**config.mk**
```make
export PLATFORM = sky130hd
export DESIGN_NAME = data_mem_ls
export DESIGN_NICKNAME = d
export VERILOG_FILES = /design/src/rtl/data_mem_pkg.sv /design/src/rtl/data_mem_bank.sv /design/src/rtl/data_mem_ls.sv
export SDC_FILE = /design/constraint.sdc
export NUM_CORES = 2
export LEC_CHECK = 0
export BUFFER_PORTS_ARGS = -buffer_cell sky130_fd_sc_hd__buf_4
export CORE_ASPECT_RATIO = 1.25
export CORE_MARGIN = 2
export CORE_UTILIZATION = 25
export DETAILED_ROUTE_END_ITERATION = 10
export PLACE_DENSITY = 0.39
export SLEW_MARGIN = 10
export SYNTH_ARGS = -nofsm -noshare
export SYNTH_HDL_FRONTEND = slang
export SYNTH_SLANG_ARGS = --single-unit
```
**constraint.sdc**
```tcl
create_clock -name clk -period 8.1 [get_ports clk]
set_input_delay 1.62 -clock clk [delete_from_list [all_inputs] [get_ports clk]]
set_output_delay 1.62 -clock clk [all_outputs]
set_load 0.01 [all_outputs]
```
**src/rtl/data_mem_pkg.sv**
```systemverilog
// data_mem_pkg: access-size encodings, FSM states and latency counter width for data_mem_ls
package data_mem_pkg;
  typedef enum logic [1:0] {
    SZ_BYTE = 2'b00,
    SZ_HALF = 2'b01,
    SZ_WORD = 2'b10,
    SZ_BAD  = 2'b11
  } size_e;
  typedef enum logic [1:0] {
    S_IDLE,
    S_WAIT,
    S_RESP
  } state_e;
  localparam int CNT_W = 4;
  function automatic logic misaligned(input logic [1:0] size, input logic [1:0] off);
    return size == SZ_BAD || (size == SZ_HALF && off[0]) || (size == SZ_WORD && off != 2'b00);
  endfunction
endpackage

```
**src/rtl/data_mem_bank.sv**
```systemverilog
// data_mem_bank: word-organised byte storage with per-lane write enables and a registered read port
module data_mem_bank #(
  parameter int DEPTH = 256,
  parameter int ADDR_W = 8,
  parameter logic [7:0] INIT_BYTE = 8'h03
) (
  input  logic              clk,
  input  logic [ADDR_W-3:0] raddr,
  output logic [31:0]       rdata,
  input  logic [ADDR_W-3:0] waddr,
  input  logic [3:0]        we,
  input  logic [31:0]       wdata
);
  logic [7:0] mem [DEPTH] = '{default: INIT_BYTE};
  always_ff @(posedge clk) begin
    for (int l = 0; l < 4; l++) begin
      if (we[l]) mem[{waddr, 2'(l)}] <= wdata[8*l +: 8];
      rdata[8*l +: 8] <= mem[{raddr, 2'(l)}];
    end
  end
endmodule

```
**src/rtl/data_mem_ls.sv**
```systemverilog
// data_mem_ls: fixed-latency load/store unit over a byte-addressed little-endian data memory
module data_mem_ls
  import data_mem_pkg::*;
#(
  parameter int DATA_W = 32,
  parameter int DEPTH = 256,
  parameter int ADDR_W = 8,
  parameter int LATENCY = 1,
  parameter logic [7:0] INIT_BYTE = 8'h03
) (
  input  logic              clk,
  input  logic              reset,
  input  logic              Req,
  input  logic              MemRead,
  input  logic              MemWrite,
  input  logic [1:0]        Size,
  input  logic              Unsigned,
  input  logic [ADDR_W-1:0] Address,
  input  logic [DATA_W-1:0] WriteData,
  output logic [DATA_W-1:0] ReadData,
  output logic              Done,
  output logic              Busy,
  output logic              AlignErr
);
  state_e state, state_d;
  logic [CNT_W-1:0] cnt, cnt_d;
  logic [ADDR_W-1:0] addr_q;
  logic [1:0] size_q;
  logic uns_q, rd_q, wr_q, err_q;
  logic [31:0] wd_q, rdata_q, bank_rd, load_val, lane_data;
  logic [3:0] lane_we;
  logic [ADDR_W-3:0] rd_word;
  logic accept, load_ok, store_ok;
  assign accept = state == S_IDLE && Req && (MemRead || MemWrite);
  assign Done = state == S_RESP;
  assign Busy = state != S_IDLE;
  assign AlignErr = Done & err_q;
  assign load_ok = Done & rd_q & ~err_q;
  assign store_ok = Done & wr_q & ~err_q;
  always_comb begin
    state_d = state;
    cnt_d = cnt;
    case (state)
      S_IDLE: if (accept) begin
        state_d = LATENCY == 1 ? S_RESP : S_WAIT;
        cnt_d = CNT_W'(LATENCY - 1);
      end
      S_WAIT: begin
        cnt_d = cnt - 1'b1;
        state_d = cnt == CNT_W'(1) ? S_RESP : S_WAIT;
      end
      default: state_d = S_IDLE;
    endcase
  end
  always_ff @(posedge clk) begin
    if (reset) begin
      state <= S_IDLE;
      cnt <= '0;
      rdata_q <= '0;
    end else begin
      state <= state_d;
      cnt <= cnt_d;
      if (load_ok) rdata_q <= load_val;
    end
    if (accept) begin
      addr_q <= Address;
      size_q <= Size;
      uns_q <= Unsigned;
      rd_q <= MemRead;
      wr_q <= MemWrite;
      wd_q <= 32'(WriteData);
      err_q <= misaligned(Size, Address[1:0]);
    end
  end
  // Reading at the accepting edge lets a one-cycle access have its word ready in RESP
  assign rd_word = state == S_IDLE ? Address[ADDR_W-1:2] : addr_q[ADDR_W-1:2];
  assign lane_we = size_q == SZ_BYTE ? 4'b0001 << addr_q[1:0] :
                   size_q == SZ_HALF ? (addr_q[1] ? 4'b1100 : 4'b0011) : 4'b1111;
  assign lane_data = size_q == SZ_BYTE ? {4{wd_q[7:0]}} :
                     size_q == SZ_HALF ? {2{wd_q[15:0]}} : wd_q;
  assign load_val = size_q == SZ_BYTE ?
                      {{24{bank_rd[{addr_q[1:0], 3'b111}] & ~uns_q}}, bank_rd[{addr_q[1:0], 3'b000} +: 8]} :
                    size_q == SZ_HALF ?
                      {{16{bank_rd[{addr_q[1], 4'b1111}] & ~uns_q}}, bank_rd[{addr_q[1], 4'b0000} +: 16]} :
                      bank_rd;
  assign ReadData = DATA_W'(load_ok ? load_val : rdata_q);
  data_mem_bank #(
    .DEPTH(DEPTH),
    .ADDR_W(ADDR_W),
    .INIT_BYTE(INIT_BYTE)
  ) u_bank (
    .clk(clk),
    .raddr(rd_word),
    .rdata(bank_rd),
    .waddr(addr_q[ADDR_W-1:2]),
    .we(store_ok ? lane_we : 4'b0000),
    .wdata(lane_data)
  );
endmodule

```
* After elaboration in Yosys (flattened, before gate mapping)
Memory sizes are Yosys's and may differ from the RTL's. A register that Yosys moved wholly into a read port is not among the register bits. Cells that the tools add are included.
Word-level totals: word-level logic and storage cells 74, bits in writable memories 2048, memories kept 1, bits in read-only memories 0, bits in latches 0, flip-flop bits (word level) 84
Memory list:
- u_bank.mem | depth 256, bits a word 8, read ports 4, clocked after Yosys merged registers in 4, wr ports 4, RTL line data_mem_bank.sv:14 | logic [7:0] mem [DEPTH] = '{default: INIT_BYTE};
Cells by class: reduce and logical (&&, ||, !) cells 13, shift-type cells 3, multipliers 0, divide/modulo/power cells 0, bitwise gates (word level) 9, order comparisons 2, eq/ne operators 8, muxes and demuxes 27, add/sub/neg operators 1
Operators by type and width (number):
- two-way mux 32 bit | 5
- variable part select 32 x 6 -> 16 bit | 1
- variable part select 32 x 6 -> 8 bit | 1
- two-way mux 4 bit | 5
- less-than comparator 5 x 6 -> 1 bit, second input constant | 2
- two-way mux 1 bit | 11
- one-hot mux 4 bit (2 select lines) | 1
- bitwise AND 1 bit | 7
- equality test 2 x 1 -> 1 bit, second input constant | 3
- equality test 2 bit, second input constant | 3
- two-way mux 6 bit | 1
- nonzero test 2 bit | 3
- equality test 4 x 1 -> 1 bit, second input constant | 1
- logical AND 1 bit | 4
- logical NOT 2 bit | 2
- two-way mux 2 bit | 2
- one-hot mux 2 bit (2 select lines) | 1
- left shift 1 x 2 -> 4 bit, first input constant | 1
- subtractor 4 x 1 -> 4 bit, second input constant | 1
- logical OR 1 bit | 3
- binary-select mux 1 bit (select 2 bit) | 1
- inequality test 2 bit, second input constant | 1
- NOT 1 bit | 2
- AND reduction 2 bit | 1

* Depth between registers and ports, before layout
word-level depth 6, gate-level depth with buffers 11

* Hierarchy
From an unflattened synthesis, not the netlist that was laid out.
Unflattened totals: cell total of the unflattened synthesis 4371, area, all modules 85976.2 um^2
Modules (own cells, without submodules):
- data_mem_bank | instances 1, cells an instance 3949, area an instance 81637.0 um^2, sequential area each 62139.6 um^2
- data_mem_ls | instances 1, cells an instance 422, area an instance 4339.2 um^2, sequential area each 2142.1 um^2

* Least setup slack after synthesis
Ideal clock, no wire load.
path type register to register, from register wd_q[0], to memory u_bank.mem[3][0] (netlist: u_bank.mem[0][24]), data pin, cell stages (with the launch flop) 3, path buffers 0, arrival 3.793 ns, setup slack 3.604 ns, library setup time 0.702 ns, cells stage by stage edfxtp_1 mux2i_1 o21ai_0
RTL lines:
- from (decl) | RTL line data_mem_ls.sv:30 | logic [31:0] wd_q, rdata_q, bank_rd, load_val, lane_data;
- from (signal assigned) | RTL line data_mem_ls.sv:71 | wd_q <= 32'(WriteData);
- to (decl) | RTL line data_mem_bank.sv:14

* Worst setup path after layout
from register state[1], to output ReadData[20]
On the way: longest elaborated chain between the ends 4
RTL lines:
- from (decl) | RTL line data_mem_ls.sv:25 | state_e state, state_d;
- from (signal assigned) | RTL line data_mem_ls.sv:61 | state <= state_d;
- equality test 2 bit | RTL line data_mem_ls.sv:35 | assign Done = state == S_RESP;
- bitwise AND 1 bit (2 in a row) | RTL line data_mem_ls.sv:38 | assign load_ok = Done & rd_q & ~err_q;
- two-way mux 32 bit
- to (decl) | RTL line data_mem_ls.sv:20 | output logic [DATA_W-1:0] ReadData,
Every way passes these cells.

==> flow_summary.toml <==
[floorplan]
die_y_um = 666
dieWidth_um = 534
rows = 243
core_um2 = 350000
die-area_um2 = 356000
ios = 83
initial_core_util_pct = 25.1

[min_path]
min_to = "cnt[1]$_SDFFE_PP0P_"
hp-start = "cnt[1]$_SDFFE_PP0P_"
hold_path_class = "register to register"
hold_depth = 2

[drt]
via_per_inst = 4.91
postRouteAntennaNets = 0
routed-via-count = 50900
wl_per_cell_um = 30.2
wl_um = 313000
drtIter0Drc = 4864
drc = 0
firstDrtPassIters = 7

[layout]
final_util_pct = 29.0
seqCellArea_um2 = 64300
drive_above_1_share_pct = 15.2
areaGrowthSynthToFinish_pct = 15.7
multi_input_area_um2 = 22100
final_common_cell = "edfxtp_1"
layout_common_cells = "edfxtp_1, nand3_1, o211ai_1, nand2_1, o21ai_0"
n_fill_cell = 34600
fin_nets = 5563

[power_and_ir_drop]
clockPowerShare_pct = 42.6
ir_drop_mv = 0.169
swShare_pct = 23.7
p_leak_nw = 31.0
intPower_w = 0.0192
p_sw_w = 0.00596
cellPowerDensity_nw_per_um2 = 247
seq_power_share_pct = 50.2
pwr-share-comb_pct = 7.2
p_total_w = 0.0251

[sta]
hold_ws_ns = 0.519
period_share_pct = 72.3
max_slew_margin_pct = 16.4
fin_crit_ns = 5.85
finalHoldViolations = 0
worst_pin_slew_ns = 1.25
layout_setup_ws_ns = 2.25
tns_ns = 0
report.final.slew_viol_count = 0
fin_skew_ns = 0.0619
fmax_mhz = 171
setup_viol = 0
grt_setup_unrepaired = "false"

[global_route]
met2_usage_pct = 30.1
grt_overflow = 0
grt_util_met1_pct = 21.3
first_global_vias = 51000
grt_max_degree = 170
grt_use_total_pct = 17.1
grt_pass1_wl_um = 430000
met3_usage_pct = 2.71
grt.busiest_layer = "met2"
antenna_found_initial = 29

[clock_network]
ctsResizeCount = 0
clk-insertion-delay-late_ns = 0.91
cts_buffers = 232
cts_buffer_depth = 4
hold_buffers = 0
root_buffer = "clkbuf_16"
clk_pin_slew_ns = 0.06
htreeDepth = 4
cts_sinks = 2164
cts_tree = "built"
cts_setup_buffers = 0

[placed_design]
io_buffers = 82
gp_congestion = 0.784
dpl.hpwl_um = 190000
pre_cts_ws_ns = 2.46

[critical_path]
critPathLaunchType = "register"
r2r_slack_ns = 3.41
cp.required_ns = 6.48
crit_path_end_kind = "primary output"
cp.arrival_ns = 4.23
r2r_start = "state[0]$_SDFFE_PP0P_"
reg2reg_depth = 10
crit_type = "register to primary output"
r2r-end = "u_bank.rdata[13]$_DFF_P_"
crit_fanout = 17

[logic_synthesis]
synthFlopType = "edfxtp_1"
synthArstFlopShare_pct = 0
yosysUniqueCellTypes = 49
yosysSeqAreaShare_pct = 73.2
avgSynthCellArea_um2 = 16.0
yosysWarnings = 0
synth_cells = 5484
netlist_area_um2 = 87800
synth_nets = 5534
synth-seq-cells = 2164
synth_edf_count = 2094

[status]
status = "finished clean"

[run]
maxCapViolCount = 0
==> state kept, by name, indices dropped and copies added (netlist names) <==
signal and flops:
u_bank.mem 2048, rdata_q 32, u_bank.rdata 32, wd_q 32
addr_q 8, cnt 4, size_q 2, state 2
err_q 1, rd_q 1, uns_q 1, wr_q 1
==> metrics by stage <==
stage	std cells	instance area [µm²]
6_report	10400	102000
5_1_grt	10400	102000
4_1_cts	10400	101000
3_5_place_dp	9934	94100
3_3_place_gp	9934	94000
2_1_floorplan	5484	87800
==> cells in the mapped netlist, drive strengths merged (2+ instances only) <==
| library cell | n | area (µm²) |
|---|---|---|
| a211oi | 2 | 15.0 |
| a21oi | 94 | 470 |
| a22oi | 97 | 728 |
| a311oi | 32 | 280 |
| a31oi | 5 | 31.3 |
| a32o | 64 | 641 |
| and2 | 4 | 25.0 |
| and3 | 4 | 25.0 |
| buf | 99 | 468 |
| clkbuf | 315 | 1180 |
| dfxtp | 70 | 1400 |
| edfxtp | 2094 | 62900 |
| ha | 2 | 25.0 |
| inv | 10 | 37.5 |
| mux2 | 17 | 191 |
| mux2i | 251 | 2510 |
| mux4 | 264 | 5950 |
| nand2 | 327 | 1230 |
| nand2b | 163 | 1020 |
| nand3 | 352 | 1760 |
| nand4 | 64 | 400 |
| nor2 | 312 | 1170 |
| nor2b | 33 | 206 |
| nor3 | 74 | 370 |
| nor3b | 2 | 26.3 |
| nor4b | 3 | 26.3 |
| o211ai | 352 | 2640 |
| o21a | 10 | 75.1 |
| o21ai | 321 | 1610 |
| or2 | 2 | 12.5 |
| or4 | 33 | 248 |
| or4b | 2 | 20.0 |
==> logic make-up (layout without fill, tap and decap cells) <==
kind of cell / Yosys count / after routing / synth area share (%)
buffers and inverters: 424 / 635 / 1.92
other: 0 / 15 / 0
adder cells (fa/ha/maj): 2 / 2 / 0.0285
flip-flops: 2164 / 2164 / 73.2
AO/OA/AOI/OAI: 982 / 982 / 7.45
AND/OR/NAND/NOR: 1379 / 1379 / 7.49
multiplexers: 532 / 532 / 9.86
XOR/XNOR: 1 / 1 / 0.00998
==> area by class of cell <==
type / count / area share, %
well taps: 4655 / 5.74
inverters: 10 / 0.0370
clock buffers: 299 / 6.13
multi-input cells: 2896 / 21.8
flip-flops and latches: 2164 / 63.3
clock inverters: 117 / 1.20
diodes: 15 / 0.0370
repair buffers: 209 / 1.75
==> worst max path at each step <==
stage,from,to,slack (ns),cells after the start
after floorplan,wd_q[0]$_DFFE_PP_,u_bank.mem[0][24]$_DFFE_PP_,3.60,2
after global placement,Address[2],u_bank.rdata[13]$_DFF_P_,2.36,9
after detailed placement,Address[2],u_bank.rdata[13]$_DFF_P_,2.46,9
after CTS,state[1]$_SDFFE_PP0P_,ReadData[25],2.10,7
after global routing,state[1]$_SDFFE_PP0P_,ReadData[20],1.85,7
final,state[1]$_SDFFE_PP0P_,ReadData[20],2.25,7
==> power groups by stage <==
stage,Combinational [W],Clock (W),Sequential (W)
detailed placement,0.00185,0,0.0129
global placement,0.00184,0,0.0129
global route,0.00193,0.0113,0.0126
CTS,0.00185,0.0109,0.0126
floorplan,0.00102,0,0.0127
finish,0.00181,0.0107,0.0126
==> routing by layer <==
| metal | up-vias | wire [µm] | share of wire, % |
|---|---|---|---|
| met4 | 0 | 9900 | 3.2 |
| li1 | 21900 | - | - |
| met3 | 393 | 15300 | 4.9 |
| met2 | 1479 | 160000 | 51 |
| met5 | - | 0 | 0 |
| met1 | 27100 | 128000 | 41 |
==> worst max-delay path, stage by stage (launching register included) <==
cell and delay, ns:
dfxtp_1 0.40, buf_4 0.38, nor3b_1 0.45, nand2_1 0.42, a21oi_1 0.54, o41a_1 0.71, a21oi_1 0.24, buf_4 0.21
Power figures use the tool's default switching activity.
